<file path="src/rtl/if_inst_buffer.sv">
// if_inst_buffer: fetch-side instruction buffer between the PC calculator
// and decode. Requests are accepted against a synchronous instruction SRAM,
// and the read data is captured one cycle later. The {pc, inst} pairs are
// queued in a circular FIFO, and the head entry is offered to decode over a
// valid/ready handshake.
// Optional build macro IF_BUF_PERF_EN adds three 32-bit performance counters:
// stall cycles, discarded entries and accepted fetches.
module if_inst_buffer #(
    parameter int DEPTH = 2,
    parameter int PTR_W = 1
) (
    input  logic        clk,
    input  logic        reset,
    input  logic        req_valid,
    input  logic [31:0] req_pc,
    output logic        fetch_allowin,
    input  logic [31:0] inst_sram_rdata,
    input  logic        flush,
    input  logic        id_ready,
    output logic        id_valid,
    output logic [31:0] id_pc,
    output logic [31:0] id_inst
`ifdef IF_BUF_PERF_EN
    ,
    output logic [31:0] perf_stall_cnt,
    output logic [31:0] perf_flush_cnt,
    output logic [31:0] perf_fetch_cnt
`endif
);

    localparam logic [PTR_W+1:0] DEPTH_OCC = (PTR_W+2)'(DEPTH);

    logic [PTR_W:0]   count;
    logic [PTR_W-1:0] rd_ptr;
    logic [PTR_W-1:0] wr_ptr;
    logic             pend;
    logic [31:0]      pend_pc;
    logic [31:0]      pc_mem   [DEPTH];
    logic [31:0]      inst_mem [DEPTH];

    logic             req_fire;
    logic             push;
    logic             pop;
    logic [PTR_W+1:0] occupancy;

    // Handshake decode. The occupancy term counts the in-flight response,
    // so that every accepted request is guaranteed a free slot one cycle later.
    always_comb begin
        id_valid      = (count != '0);
        pop           = id_valid & id_ready & ~flush;
        push          = pend & ~flush;
        occupancy     = {1'b0, count} + {{(PTR_W+1){1'b0}}, pend}
                        - {{(PTR_W+1){1'b0}}, pop};
        fetch_allowin = (occupancy < DEPTH_OCC);
        req_fire      = req_valid & fetch_allowin & ~flush;
        id_pc         = id_valid ? pc_mem[rd_ptr]   : '0;
        id_inst       = id_valid ? inst_mem[rd_ptr] : '0;
    end

    // Track the single outstanding SRAM read and its PC.
    always_ff @(posedge clk or posedge reset) begin
        if (reset) begin
            pend    <= 1'b0;
            pend_pc <= '0;
        end else begin
            pend <= req_fire;
            if (req_fire) begin
                pend_pc <= req_pc;
            end
        end
    end

    // FIFO pointers and occupancy; a flush empties the buffer in one edge.
    always_ff @(posedge clk or posedge reset) begin
        if (reset) begin
            count  <= '0;
            rd_ptr <= '0;
            wr_ptr <= '0;
        end else if (flush) begin
            count  <= '0;
            rd_ptr <= '0;
            wr_ptr <= '0;
        end else begin
            if (push) begin
                wr_ptr <= wr_ptr + PTR_W'(1);
            end
            if (pop) begin
                rd_ptr <= rd_ptr + PTR_W'(1);
            end
            if (push && !pop) begin
                count <= count + (PTR_W+1)'(1);
            end else if (pop && !push) begin
                count <= count - (PTR_W+1)'(1);
            end
        end
    end

    // Entry storage. Entries are only read while they are counted valid,
    // so the storage is not reset.
    always_ff @(posedge clk) begin
        if (push) begin
            pc_mem[wr_ptr]   <= pend_pc;
            inst_mem[wr_ptr] <= inst_sram_rdata;
        end
    end

`ifdef IF_BUF_PERF_EN
    // Performance counters. They wrap naturally at 2^32.
    always_ff @(posedge clk or posedge reset) begin
        if (reset) begin
            perf_stall_cnt <= '0;
            perf_flush_cnt <= '0;
            perf_fetch_cnt <= '0;
        end else begin
            if (req_valid && !fetch_allowin) begin
                perf_stall_cnt <= perf_stall_cnt + 32'd1;
            end
            if (flush) begin
                perf_flush_cnt <= perf_flush_cnt + 32'(count) + 32'(pend);
            end
            if (req_fire) begin
                perf_fetch_cnt <= perf_fetch_cnt + 32'd1;
            end
        end
    end
`endif

endmodule
</file>
<file path="config.mk">
export PLATFORM = sky130hd
export DESIGN_NAME = if_inst_buffer
export DESIGN_NICKNAME = d
export VERILOG_FILES = /design/src/rtl/if_inst_buffer.sv
export SDC_FILE = /design/constraint.sdc
export NUM_CORES = 1
export LEC_CHECK = 0
export ABC_AREA = 1
export CORE_ASPECT_RATIO = 2
export CORE_UTILIZATION = 50
export CTS_CLUSTER_SIZE = 12
export DETAILED_ROUTE_END_ITERATION = 8
export PLACE_DENSITY = 0.84
export SETUP_SLACK_MARGIN = 0.15
export SLEW_MARGIN = 10
export SYNTH_ARGS = -nofsm -noshare
export SYNTH_HDL_FRONTEND = slang
export SYNTH_SLANG_ARGS = --single-unit
export TNS_END_PERCENT = 5
</file>
<file path="constraint.sdc">
create_clock -name clk -period 4.4 [get_ports clk]
set_clock_uncertainty 0.2 [all_clocks]
set_input_delay 0.44 -clock clk [delete_from_list [all_inputs] [get_ports clk]]
set_output_delay 0.44 -clock clk [all_outputs]
set_load 0.1 [all_outputs]
</file>
==> flow_metrics.py <==
metrics = {
    "route": {
        "final_antenna_net_count": 0,
        "post_drt_via_cell_ratio": 5.23,
        "wl_um": 13800,
        "drc": 0,
        "via_count": 4288,
        "drt_iter0_drc": 245,
        "wl_per_cell_um": 16.9,
        "drt_pass1_iterations": 5,
    },
    "timing": {
        "setup_ws_ns": 0.686,
        "slew_headroom_pct": 33.9,
        "final.min_clock_period_ns": 3.71,
        "setup_viol": 0,
        "worstMarginPinSlew_ns": 0.988,
        "final-max-slew-violation-count": 0,
        "fmax_mhz": 269,
        "finalHoldViolCount": 0,
        "setup_tns_ns": 0,
        "period_share_pct": 84.4,
        "rsz0062_at_grt": "no",
    },
    "floorplanning": {
        "start_util_pct": 51.6,
        "core-area_um2": 12200,
        "dieArea_um2": 13100,
        "die_w_um": 81.3,
        "fp.dieH_um": 161,
        "io-pin-count": 135,
        "rows": 57,
    },
    "critical_path": {
        "rrSetupSlack_ns": 1.12,
        "path_class": "flip-flop to output port",
        "end_kind": "output port",
        "worstPathRequired_ns": 3.76,
        "start_kind": "flip-flop",
        "worstPathMaxFanout": 41,
        "critPathArrivalTime_ns": 3.07,
    },
    "placement": {
        "gp_congestion": 0.808,
        "io_buffers": 134,
        "hpwl_um": 8950,
        "placed_area_um2": 7630,
        "dp_slack_ns": 1.10,
    },
    "layout": {
        "area_growth_pct": 30.6,
        "nNetsFinal": 730,
        "n_antenna_cell": 0,
        "drive_above_1_share_pct": 15.2,
        "final_area_um2": 8220,
    },
    "logic_synthesis": {
        "syn_area_um2": 6290,
        "synth_warnings": 0,
        "avgSynthCellArea_um2": 12.0,
        "yosys_register_bits": 165,
        "syn_nets": 596,
        "ys_types": 21,
        "syn-instance-count": 526,
        "synth_top_area_share_pct": 61.1,
        "ys_top_cells_by_area": "edfxtp_1 61%, dfrtp_1 15%, nand2_1 14%",
        "yosys.area.top_type": "edfxtp_1",
        "yosysSeqAreaShare_pct": 75.8,
    },
    "cts": {
        "cts_root_buf": "clkbuf_16",
        "numCtsBuffers": 17,
        "clk_latency_ns": 0.41,
        "cts.repair.resized": 0,
        "h-tree-depth": 4,
        "clkTransAtPathRegs_ns": 0.06,
        "clock_path_buffers": 2,
        "cts_hold_buffers": 0,
        "postCtsSetupBuffers": 0,
        "cts_tree": "built",
        "numClockSinks": 165,
    },
    "global_routing": {
        "grt_start_max_net_pins": 57,
        "overflow": 0,
        "track_usage_pct": 22.4,
        "first_global_vias": 4426,
        "antenna_found_initial": 0,
        "grt_pass1_wl_um": 21300,
    },
    "outcome": {
        "status": "completed",
    },
    "min_path": {
        "hold_path_class": "input port to async pin",
    },
    "run": {
        "maxCapViolCount": 0,
    },
}
final timing paths:
| path | startpoint | to | depth (start not counted) |
|---|---|---|---|
| max in group asynchronous | reset | rd_ptr | 3 |
| min in group clk | pend_pc[1] | pc_mem[1][1] | 0 |
| setup reg to reg | count[1] | pend_pc[28] | 12 |
| hold / removal | reset | pend_pc[6] | 3 |
| setup / recovery | rd_ptr | id_pc[0] | 4 |
| hold reg to reg | pend_pc[1] | pc_mem[1][1] | 0 |
per-layer routing:
layer	part of all wire (%)	wire length (um)	track usage, %	vias up
met2	57	7830	40.5	141
met5	0	0	0	-
met1	36	4910	22.7	2079
li1	-	-	-	2034
met4	3.7	510	13.4	0
met3	4.1	564	4.15	34
logic make-up after synthesis:
family	after synthesis	share of synthesized area [%]
compound gates	66	5.25
xor+xnor	1	0.259
fa+ha+maj	1	0.318
buf+inv	39	2.82
flops	165	75.8
simple gates	254	15.5
synthesized netlist by cell type:
cell type	count
nor2_1	7
clkbuf_1	12
nand3b_1	1
nand3_1	3
inv_2	2
xnor2_2	1
nand2_1	238
buf_4	3
o21ai_0	1
nand2_2	1
nand4_2	1
nand4_1	1
edfxtp_1	128
fa_1	1
buf_1	1
buf_6	1
buf_2	10
inv_1	10
nor3_1	2
dfrtp_1	37
a21oi_1	65
state kept, by name (all words and copies together) (netlist names):
signal    count
rd_ptr        1
pc_mem       64
wr_ptr        1
inst_mem     64
pend_pc      32
pend          1
count         2
metrics by stage:
| stage | util (%) | hold slack [ns] | std cells |
|---|---|---|---|
| global route | 67.4 | 0.288 | 820 |
| CTS | 67.4 | 0.260 | 820 |
| global placement | 62.5 | 0.249 | 788 |
| detailed placement | 62.5 | 0.255 | 788 |
| floorplan | - | 0.242 | 526 |
| finish | 67.4 | 0.253 | 820 |
cell usage in the layout, fill, tap and decap left out:
cell type and instances:
clkdlybuf4s50_1 81, clkinv_2 2, nand4_1 1, clkinvlp_4 5
a21oi_1 65, nand2_1 238, xnor2_2 1, nand3b_1 1
bufinv_16 2, inv_2 3, inv_6 3, nor2_4 2
o21ai_0 1, clkinv_4 2, nor3_1 2, nand3_1 3
inv_1 9, nand4_2 1, nor2_1 5, dfrtp_1 36
dfrtp_2 1, clkbuf_16 17, edfxtp_1 128, buf_4 61
clkbuf_8 1, nand2_2 1, fa_1 1
critical path, stage by stage (launching register included):
cell             delay [ns]
dfrtp_2                0.70
buf_4                  0.47
nand2_1                0.11
a21oi_1                0.18
clkdlybuf4s50_1        1.17
area by class of cell:
class,instances,area [um2]
clock inverters,14,151
repair buffers,142,1270
inverters,12,45.0
clock buffers,18,439
flip-flops and latches,165,4770
well taps,147,184
multi-input cells,322,1360
fillers,860,3980
Power is not shown: default switching activity piles up to over one toggle a cycle in this logic, so the estimate is an artifact.
